===== src/rtl/mul_div_unit_pkg.sv =====
// Shared opcodes, FSM encodings and helpers for the multiply/divide unit.
package mul_div_unit_pkg;

   localparam int SIZE_MDOP = 3;

   localparam logic [SIZE_MDOP-1:0] MDOP_MULT  = 3'd0;
   localparam logic [SIZE_MDOP-1:0] MDOP_MULTU = 3'd1;
   localparam logic [SIZE_MDOP-1:0] MDOP_DIV   = 3'd2;
   localparam logic [SIZE_MDOP-1:0] MDOP_DIVU  = 3'd3;
   localparam logic [SIZE_MDOP-1:0] MDOP_MFHI  = 3'd4;
   localparam logic [SIZE_MDOP-1:0] MDOP_MFLO  = 3'd5;
   localparam logic [SIZE_MDOP-1:0] MDOP_MTHI  = 3'd6;
   localparam logic [SIZE_MDOP-1:0] MDOP_MTLO  = 3'd7;

   localparam logic [1:0] S_IDLE = 2'd0;
   localparam logic [1:0] S_MUL  = 2'd1;
   localparam logic [1:0] S_DIV  = 2'd2;
   localparam logic [1:0] S_FIN  = 2'd3;

   // Signed variants work on magnitudes and fix the sign up at the end.
   function automatic logic is_signed_op(input logic [SIZE_MDOP-1:0] op);
      return (op == MDOP_MULT) || (op == MDOP_DIV);
   endfunction

endpackage


===== src/rtl/mul_div_unit_if.sv =====
// EX-stage <-> multiply/divide unit bundle.
interface mul_div_unit_if import mul_div_unit_pkg::*; #(parameter int WIDTH = 32);
   logic                 Start;
   logic [SIZE_MDOP-1:0] MdOp;
   logic [WIDTH-1:0]     InputData1;
   logic [WIDTH-1:0]     InputData2;
   logic                 Flush;
   logic                 Busy;
   logic                 Done;
   logic [WIDTH-1:0]     HiOut;
   logic [WIDTH-1:0]     LoOut;

   modport master (output Start, MdOp, InputData1, InputData2, Flush,
                   input  Busy, Done, HiOut, LoOut);
   modport slave  (input  Start, MdOp, InputData1, InputData2, Flush,
                   output Busy, Done, HiOut, LoOut);
endinterface


===== src/rtl/mul_div_unit_md_div_core.sv =====
// Restoring divider on unsigned magnitudes, one quotient bit per step.
module md_div_core #(parameter int WIDTH = 32) (
   input  logic             clk,
   input  logic             reset,
   input  logic             load,
   input  logic             step,
   input  logic [WIDTH-1:0] dividend,
   input  logic [WIDTH-1:0] divisor,
   output logic [WIDTH-1:0] quotient,
   output logic [WIDTH-1:0] remainder
);
   logic [WIDTH-1:0] dsr;
   logic [WIDTH:0]   trial;
   logic [WIDTH:0]   diff;

   // Shift next dividend bit into the partial remainder and try the subtract.
   always_comb begin
      trial = {remainder, quotient[WIDTH-1]};
      diff  = trial - {1'b0, dsr};
   end

   // Quotient register doubles as the dividend shifter.
   always_ff @(posedge clk) begin
      if (reset) begin
         quotient  <= '0;
         remainder <= '0;
         dsr       <= '0;
      end else if (load) begin
         quotient  <= dividend;
         remainder <= '0;
         dsr       <= divisor;
      end else if (step) begin
         if (!diff[WIDTH]) begin
            remainder <= diff[WIDTH-1:0];
            quotient  <= {quotient[WIDTH-2:0], 1'b1};
         end else begin
            remainder <= trial[WIDTH-1:0];
            quotient  <= {quotient[WIDTH-2:0], 1'b0};
         end
      end
   end
endmodule


===== src/rtl/mul_div_unit.sv =====
// Iterative MULT/MULTU/DIV/DIVU unit owning HI/LO; MTHI/MTLO write directly.
module mul_div_unit import mul_div_unit_pkg::*; #(parameter int WIDTH = 32) (
   input logic           clk,
   input logic           reset,
   mul_div_unit_if.slave md
);
   localparam int CW = $clog2(WIDTH);

   logic [1:0]         state;
   logic [CW-1:0]      cnt;
   logic               busy, done;
   logic [WIDTH-1:0]   hi, lo;
   logic [2*WIDTH-1:0] prod;
   logic [WIDTH-1:0]   mcand;
   logic               is_div, neg_res, neg_rem, div0;
   logic [WIDTH-1:0]   dvd;

   logic               a_neg, b_neg, accept, last;
   logic [WIDTH-1:0]   a_mag, b_mag, quotient, remainder, quo_s, rem_s;
   logic [WIDTH:0]     sum;
   logic [2*WIDTH-1:0] mul_res;

   // Operand magnitudes, iteration control and signed result fix-up.
   always_comb begin
      accept  = (state == S_IDLE) && md.Start && !md.Flush;
      a_neg   = is_signed_op(md.MdOp) && md.InputData1[WIDTH-1];
      b_neg   = is_signed_op(md.MdOp) && md.InputData2[WIDTH-1];
      a_mag   = a_neg ? -md.InputData1 : md.InputData1;
      b_mag   = b_neg ? -md.InputData2 : md.InputData2;
      last    = (cnt == CW'(WIDTH-1));
      sum     = {1'b0, prod[2*WIDTH-1:WIDTH]} + {1'b0, (prod[0] ? mcand : '0)};
      mul_res = neg_res ? -prod : prod;
      quo_s   = neg_res ? -quotient : quotient;
      rem_s   = neg_rem ? -remainder : remainder;
   end

   md_div_core #(.WIDTH(WIDTH)) u_div (
      .clk       (clk),
      .reset     (reset),
      .load      (accept && (md.MdOp == MDOP_DIV || md.MdOp == MDOP_DIVU)),
      .step      ((state == S_DIV) && !md.Flush),
      .dividend  (a_mag),
      .divisor   (b_mag),
      .quotient  (quotient),
      .remainder (remainder)
   );

   // Control FSM, shift-add multiplier and HI/LO write-back.
   always_ff @(posedge clk) begin
      if (reset) begin
         state   <= S_IDLE;
         cnt     <= '0;
         busy    <= 1'b0;
         done    <= 1'b0;
         hi      <= '0;
         lo      <= '0;
         prod    <= '0;
         mcand   <= '0;
         is_div  <= 1'b0;
         neg_res <= 1'b0;
         neg_rem <= 1'b0;
         div0    <= 1'b0;
         dvd     <= '0;
      end else begin
         done <= 1'b0;
         case (state)
            S_IDLE: begin
               if (accept) begin
                  case (md.MdOp)
                     MDOP_MULT, MDOP_MULTU: begin
                        state   <= S_MUL;
                        busy    <= 1'b1;
                        cnt     <= '0;
                        prod    <= {{WIDTH{1'b0}}, b_mag};
                        mcand   <= a_mag;
                        neg_res <= a_neg ^ b_neg;
                        is_div  <= 1'b0;
                     end
                     MDOP_DIV, MDOP_DIVU: begin
                        state   <= S_DIV;
                        busy    <= 1'b1;
                        cnt     <= '0;
                        neg_res <= a_neg ^ b_neg;
                        neg_rem <= a_neg;
                        div0    <= (md.InputData2 == '0);
                        dvd     <= md.InputData1;
                        is_div  <= 1'b1;
                     end
                     MDOP_MTHI: hi <= md.InputData1;
                     MDOP_MTLO: lo <= md.InputData1;
                     default: ;
                  endcase
               end
            end
            S_MUL, S_DIV: begin
               if (md.Flush) begin
                  state <= S_IDLE;
                  busy  <= 1'b0;
               end else begin
                  if (state == S_MUL) prod <= {sum, prod[WIDTH-1:1]};
                  cnt <= cnt + 1'b1;
                  if (last) state <= S_FIN;
               end
            end
            default: begin
               state <= S_IDLE;
               busy  <= 1'b0;
               if (!md.Flush) begin
                  done <= 1'b1;
                  if (!is_div) begin
                     {hi, lo} <= mul_res;
                  end else if (div0) begin
                     lo <= '1;
                     hi <= dvd;
                  end else begin
                     lo <= quo_s;
                     hi <= rem_s;
                  end
               end
            end
         endcase
      end
   end

   assign md.Busy  = busy;
   assign md.Done  = done;
   assign md.HiOut = hi;
   assign md.LoOut = lo;
endmodule


===== src/flat_wrapper.sv =====
// flat-port wrapper written by rule: the top's interface ports become plain ports
module mul_div_unit_flat import mul_div_unit_pkg::*;
#(parameter int WIDTH = 32)
  (clk, reset, md_Start, md_MdOp, md_InputData1, md_InputData2, md_Flush, md_Busy, md_Done, md_HiOut, md_LoOut);
  mul_div_unit_if #(.WIDTH(WIDTH)) md_i ();
  input logic clk;
  input logic reset;
  input wire logic [$bits(md_i.Start)-1:0] md_Start;
  input wire logic [$bits(md_i.MdOp)-1:0] md_MdOp;
  input wire logic [$bits(md_i.InputData1)-1:0] md_InputData1;
  input wire logic [$bits(md_i.InputData2)-1:0] md_InputData2;
  input wire logic [$bits(md_i.Flush)-1:0] md_Flush;
  output wire logic [$bits(md_i.Busy)-1:0] md_Busy;
  output wire logic [$bits(md_i.Done)-1:0] md_Done;
  output wire logic [$bits(md_i.HiOut)-1:0] md_HiOut;
  output wire logic [$bits(md_i.LoOut)-1:0] md_LoOut;
  assign md_i.Start = md_Start;
  assign md_i.MdOp = md_MdOp;
  assign md_i.InputData1 = md_InputData1;
  assign md_i.InputData2 = md_InputData2;
  assign md_i.Flush = md_Flush;
  assign md_Busy = md_i.Busy;
  assign md_Done = md_i.Done;
  assign md_HiOut = md_i.HiOut;
  assign md_LoOut = md_i.LoOut;
  mul_div_unit #(.WIDTH(WIDTH)) u_core (.clk(clk), .reset(reset), .md(md_i));
endmodule

===== config.mk =====
export PLATFORM = sky130hd
export DESIGN_NAME = mul_div_unit_flat
export DESIGN_NICKNAME = d
export VERILOG_FILES = /design/src/rtl/mul_div_unit_pkg.sv /design/src/rtl/mul_div_unit_if.sv /design/src/rtl/mul_div_unit_md_div_core.sv /design/src/rtl/mul_div_unit.sv /design/src/flat_wrapper.sv
export SDC_FILE = /design/constraint.sdc
export NUM_CORES = 1
export LEC_CHECK = 0
export ABC_AREA = 0
export CAP_MARGIN = 15
export CORE_ASPECT_RATIO = 1.4
export CORE_MARGIN = 1.5
export CORE_UTILIZATION = 55
export CTS_BUF_LIST = sky130_fd_sc_hd__clkbuf_4
export DETAILED_ROUTE_END_ITERATION = 6
export MAX_ROUTING_LAYER = met4
export PLACE_DENSITY = 0.75
export SYNTH_ARGS = -nofsm -noshare
export SYNTH_HDL_FRONTEND = slang
export SYNTH_SLANG_ARGS = --single-unit

===== constraint.sdc =====
create_clock -name clk -period 4.8 [get_ports clk]
set_input_delay 0.48 -clock clk [delete_from_list [all_inputs] [get_ports clk]]
set_output_delay 0.48 -clock clk [all_outputs]
set_load 0.03 [all_outputs]

== Word level (Yosys, flattened, before mapping) ==
Cells that the tools add are included.

* Word-level logic and storage cells: 118
* Flip-flop bits (word level): 301
* Input port bits: 71
* Output and inout port bits: 66

* Equality and inequality tests: 19
* Bitwise gates (word level): 2
* Add/sub/neg operators: 8
* Reduce and logical (&&, ||, !) cells: 31
* Mux-type cells: 42

{| class="wikitable"
|+ Operators by type and width
! operator !! number
|-
| $mux 32 || 18
|-
| $mux 64 || 5
|-
| $neg 32->32 || 4
|-
| $pmux 32 s2 || 2
|-
| $pmux 64 s2 || 1
|-
| $neg 64->64 || 1
|-
| $add 32x32->33 || 1
|-
| $sub 33x32->33 || 1
|-
| $logic_not 32->1 || 1
|-
| $reduce_and 3->1 || 6
|-
| $mux 5 || 3
|-
| $ne 2x2->1 const B || 6
|-
| $reduce_and 4->1 || 3
|-
| $pmux 5 s2 || 1
|-
| $pmux 2 s2 || 2
|-
| $reduce_or 2->1 || 4
|-
| $reduce_or 4->1 || 2
|-
| $eq 3x2->1 const B || 2
|-
| $eq 3x3->1 const B || 2
|-
| $logic_and 1x1->1 || 6
|-
| $mux 2 || 3
|-
| $ne 2x1->1 const B || 3
|-
| $reduce_bool 2->1 || 3
|-
| $add 5x1->5 const B || 1
|-
| other kinds (15) || 21
|}

== Depth between registers and ports, before layout ==
* Depth after elaboration: 7
* Mapped depth: 13

== By module ==
Synthesis repeated with hierarchy kept, for this count alone.

* Cells, all modules: 2661
* Area, all modules: 20250.7 µm²

{| class="wikitable"
|+ By module, submodules not included
! module !! sequential area each (µm²) !! cells an instance !! times used !! area an instance (µm²)
|-
| mul_div_unit || 4103.9 || 1925 || 1 || 14490.1
|-
| md_div_core || 1921.8 || 736 || 1 || 5760.5
|}

== Least setup slack after synthesis ==
Ideal clock, no wire load.

* Kind: reg2reg
* Start point: register u_core.u_div.remainder[27]
* End point: register u_core.u_div.remainder[24]
* Stages on the path, launching flop included: 12
* Path slack: 1.506 ns
* Data arrival time: 3.162 ns
* Data required time: 4.668 ns
* Library setup time: 0.132 ns
* Cell sequence: dfxtp_1 > ha_1 > and2_1 > a221oi_1 > o21ai_0 > a21o_1 > a221o_1 > a31o_2 > xor2_1 > clkbuf_1 > mux2i_1 > a21oi_1

* Word-level cells in the longest chain between the ends: 2

{| class="wikitable"
|+ RTL lines
! item !! line !! RTL
|-
| from (decl) || mul_div_unit_md_div_core.sv:10 || <nowiki>output logic [WIDTH-1:0] remainder</nowiki>
|-
| from (signal assigned) || mul_div_unit_md_div_core.sv:34 || <nowiki>remainder <= diff[WIDTH-1:0];</nowiki>
|-
| from (signal assigned) || mul_div_unit_md_div_core.sv:37 || <nowiki>remainder <= trial[WIDTH-1:0];</nowiki>
|-
| $sub 33x32->33 || mul_div_unit_md_div_core.sv:19 || <nowiki>diff = trial - {1'b0, dsr};</nowiki>
|-
| $mux 32 || mul_div_unit_md_div_core.sv:33 || <nowiki>if (!diff[WIDTH]) begin</nowiki>
|}

No other way between the ends.
A chain may end at the register's enable or synchronous reset.

== Final worst setup path ==
* Start point: register u_core.prod[0]
* End point: register u_core.prod[61]

* Word-level cells in the longest chain between the ends: 5

{| class="wikitable"
|+ RTL lines
! item !! line !! RTL
|-
| from (decl) || mul_div_unit.sv:13 || <nowiki>logic [2*WIDTH-1:0] prod;</nowiki>
|-
| from (signal assigned) || mul_div_unit.sv:74 || <nowiki>prod <= {{WIDTH{1'b0}}, b_mag};</nowiki>
|-
| from (signal assigned) || mul_div_unit.sv:100 || <nowiki>if (state == S_MUL) prod <= {sum, prod[WIDTH-1:1]};</nowiki>
|-
| $mux 32 || mul_div_unit.sv:31 || <nowiki>sum = {1'b0, prod[2*WIDTH-1:WIDTH]} + {1'b0, (prod[0] ? mcand : '0)};</nowiki>
|-
| $add 32x32->33 || mul_div_unit.sv:31 ||
|-
| $mux 64 || mul_div_unit.sv:100 ||
|-
| $mux 64 || mul_div_unit.sv:96 || <nowiki>if (md.Flush) begin</nowiki>
|-
| $pmux 64 s2 || mul_div_unit.sv:66 || <nowiki>case (state)</nowiki>
|}

No other way between the ends. The select of a mux whose other input is x is not followed.

==> flow_summary.json <==
{
  "reg2reg_from": "u_core.prod[0]",
  "syn_area_sq_mm": 0.0201,
  "rrSetupSlack_ps": 700,
  "synth-async-reset-ratio_pct": 0,
  "worst_r2r_path_depth": 13,
  "yosys.area_share.simple_pct": 20.9,
  "p_sw_uw": 5530,
  "synthMuxAreaShare_pct": 2.58,
  "min_period_ps": 4100,
  "ys_warn_count": 0,
  "critPathKind": "reg -> reg",
  "synth_edf_count": 0,
  "post-synth-top-count-cell": "nand2_1",
  "cp-end-kind": "flip-flop",
  "coreArea_sq_mm": 0.0359,
  "rows": 82,
  "wl_per_cell_microns": 23.0,
  "vias": 20812,
  "yosysTopAreaCell": "dfxtp_1",
  "synth_cell_types": 81,
  "cts-resized-gates": 0,
  "area_delta_synth_final_pct": 13.1,
  "slew_headroom_pct": 17.4,
  "power.density_mw_per_mm2": 517,
  "multiInputGateArea_sq_mm": 0.0131,
  "cts-root-buf": "clkbuf_4",
  "die_h_microns": 229,
  "slowest_delay_ps": 900,
  "crit_slowest_cell": "dfxtp_1",
  "grt_use_total_pct": 40.9,
  "grt_pass1_vias": 19744,
  "cts_tree": "done",
  "via_per_inst": 6.41,
  "p_comb_share_pct": 52.6,
  "maxSlewViolCount": 0,
  "detailed_place.area_sq_mm": 0.0217,
  "cts_sinks": 301,
  "cts_max_path_buffers": 3,
  "finalSetupViolCount": 0,
  "syn-instance-count": 2646,
  "seq_power_share_pct": 27.7,
  "tns_ps": 0,
  "dp.cells": 3102,
  "hold_class": "in -> reg",
  "endpoint": "u_core.prod[61]",
  "fillerInstances": 3368,
  "synth_top_area_share_pct": 30.1,
  "nets": 2869,
  "hold_viol_final": 0,
  "rsz0062_at_grt": "no",
  "place_hpwl_microns": 55500,
  "synthFlopType": "dfxtp_1",
  "dr.pass1.iters": 7,
  "drive_above_1_share_pct": 7.41,
  "cp_max_fo": 35,
  "wl_microns": 74800,
  "final_cells": 3246,
  "worstPathArrival_ps": 4830,
  "clk_pin_slew_ps": 60,
  "grt_pass1_wl_microns": 114000,
  "outcome": "finished, violations left",
  "gp_congestion": 1.06,
  "grt_antenna_before_repair": 4,
  "timing.fmax_ghz": 0.244,
  "synth-compound-area-share_pct": 26.9,
  "synth_fp_nets": 2794,
  "fin_util_pct": 63.2,
  "switching_share_pct": 47.2,
  "drt-initial-drc-count": 1998,
  "yosys-top-cells-count": "377 x nand2_1, 301 x dfxtp_1, 216 x o21ai_0, 212 x a21oi_1, 210 x nor2_1",
  "violations": "design-rule violations",
  "synth_adder_area_share_pct": 4.88,
  "syn_avg_cell_area_sq_um": 7.58,
  "worstMarginPinSlew_ps": 1240,
  "synth_top_family_by_area": "compound AO/OA/AOI/OAI gates",
  "synth_xor_xnor_area_share_pct": 9.92,
  "synth.ff_latch_count": 301,
  "drc": 1,
  "grt_max_degree": 112,
  "ant_nets": 0,
  "critPathLaunch": "u_core.prod[0]",
  "setup_ws_ps": 702,
  "seqCellArea_sq_mm": 0.00603,
  "port_buffers": 136,
  "cp-start-kind": "flip-flop",
  "clock_skew_ps": 37.6,
  "die-width_microns": 164,
  "synthTopCellsByArea": "dfxtp_1 30%, nand2_1 7.1%, xnor2_1 5.9%",
  "grt-ovfl-total": 0,
  "ys_seq_area_share_pct": 30.1,
  "fp.dieArea_sq_mm": 0.0376,
  "cts_buffers": 79,
  "crit_required_ps": 5530,
  "ios": 137,
  "htree_levels": 3,
  "initial_core_util_pct": 55.8,
  "drv_cap": 0,
  "crit_chain": "and2_1 -> ha_1 -> inv_1 -> fa_1 -> nand2b_1 -> a2111oi_0 -> a2111oi_0 -> o31a_1 -> o211a_1 -> nand2_1 -> nand2_1 -> o41ai_1 -> nand3b_1",
  "dp_slack_ps": 721,
  "post_cts.repair.setup_buffers": 0,
  "holdBufCountCts": 0,
  "clkPwrFrac_pct": 19.8,
  "p_leak_uw": 0.00847,
  "finish.instance_area_sq_mm": 0.0227,
  "clock_latency_ps": 810,
  "peakVddDrop_uv": 509,
  "min_period_over_period_pct": 85.4,
  "reg2reg_to": "u_core.prod[61]",
  "p_int_uw": 6190
}
==> worst min path at each step <==
stage | start | end | slack (ps) | cells after the start
2_1_floorplan | u_core.mcand[0] | u_core.mcand[0] | 420 | 2
3_3_place_gp | u_core.mcand[3] | u_core.mcand[3] | 430 | 2
3_5_place_dp | u_core.mcand[3] | u_core.mcand[3] | 440 | 2
4_1_cts | reset | u_core.prod[44] | 210 | 2
5_1_grt | reset | u_core.prod[33] | 220 | 2
6_report | reset | u_core.prod[44] | 210 | 2
==> final cells by class <==
type | instances | area share (%)
Antenna cell | 5 | 0.0552
Clock buffer | 110 | 3.64
Clock inverter | 29 | 0.728
Inverter | 75 | 1.24
Multi-Input combinational cell | 2087 | 57.8
Sequential cell | 301 | 26.6
Tap cell | 462 | 2.55
Timing Repair Buffer | 177 | 7.42
==> worst max-delay path: cells and delay by family, from the launching register on <==
kind                     cells  cell delay [ps]
flip-flops                   1              900
adder cells (fa/ha/maj)      2              550
buffers and inverters        1               60
AO/OA/AOI/OAI                5             1790
AND/OR/NAND/NOR              5              730
==> power by group through the flow <==
stage	combinational, uW	sequential, uW	clock, uW
2_1_floorplan	3980	3360	0
3_3_place_gp	5910	3260	0
3_5_place_dp	6000	3280	0
4_1_cts	6020	3220	2350
5_1_grt	6610	3280	2480
6_report	6160	3240	2320
==> per-layer routing <==
layer | vias to the layer above | track usage [%] | routed length, microns
li1 | 9713 | - | -
met1 | 9804 | 45.4 | 27600
met2 | 987 | 64.9 | 34800
met3 | 308 | 7.95 | 6070
met4 | 0 | 29.5 | 6390
met5 | - | - | 0
==> placed cells by master (no fill, tap or decap), types with 25 or more instances in the layout <==
| cell | count |
|---|---|
| o31ai_1 | 48 |
| a311oi_1 | 39 |
| xnor2_1 | 135 |
| nand2_1 | 376 |
| and2_1 | 40 |
| nor3_1 | 55 |
| a21o_1 | 42 |
| mux2i_1 | 46 |
| o41ai_1 | 25 |
| clkdlybuf4s50_1 | 135 |
| clkbuf_4 | 110 |
| xor2_1 | 91 |
| a21oi_1 | 211 |
| and3_1 | 30 |
| nand2b_1 | 25 |
| ha_1 | 74 |
| nand3_1 | 33 |
| o21ai_0 | 216 |
| dfxtp_1 | 299 |
| inv_1 | 73 |
| a211oi_1 | 65 |
| nor2_1 | 208 |
| buf_4 | 40 |
==> sequential cells by signal, summed over array words and instances, names as in the netlist, 2 cells and up <==
name and cells:
u_core.prod 64, u_core.dvd 32, u_core.mcand 32, u_core.md.HiOut 32, u_core.md.LoOut 32, u_core.u_div.dsr 32, u_core.u_div.quotient 32, u_core.u_div.remainder 32
u_core.cnt 5, u_core.state 2
==> logic make-up after synthesis <==
kind of cell    Yosys count
simple gates            897
compound gates          835
flops                   301
buf+inv                 258
xor+xnor                227
fa+ha+maj                77
mux                      51
==> metrics by stage <==
stage	hold slack [ps]	total power (uW)
final	211	11700
after global routing	225	12400
after CTS	215	11600
after detailed placement	436	9280
after global placement	429	9180
after floorplan	417	7340
Power figures use the tool's default switching activity.
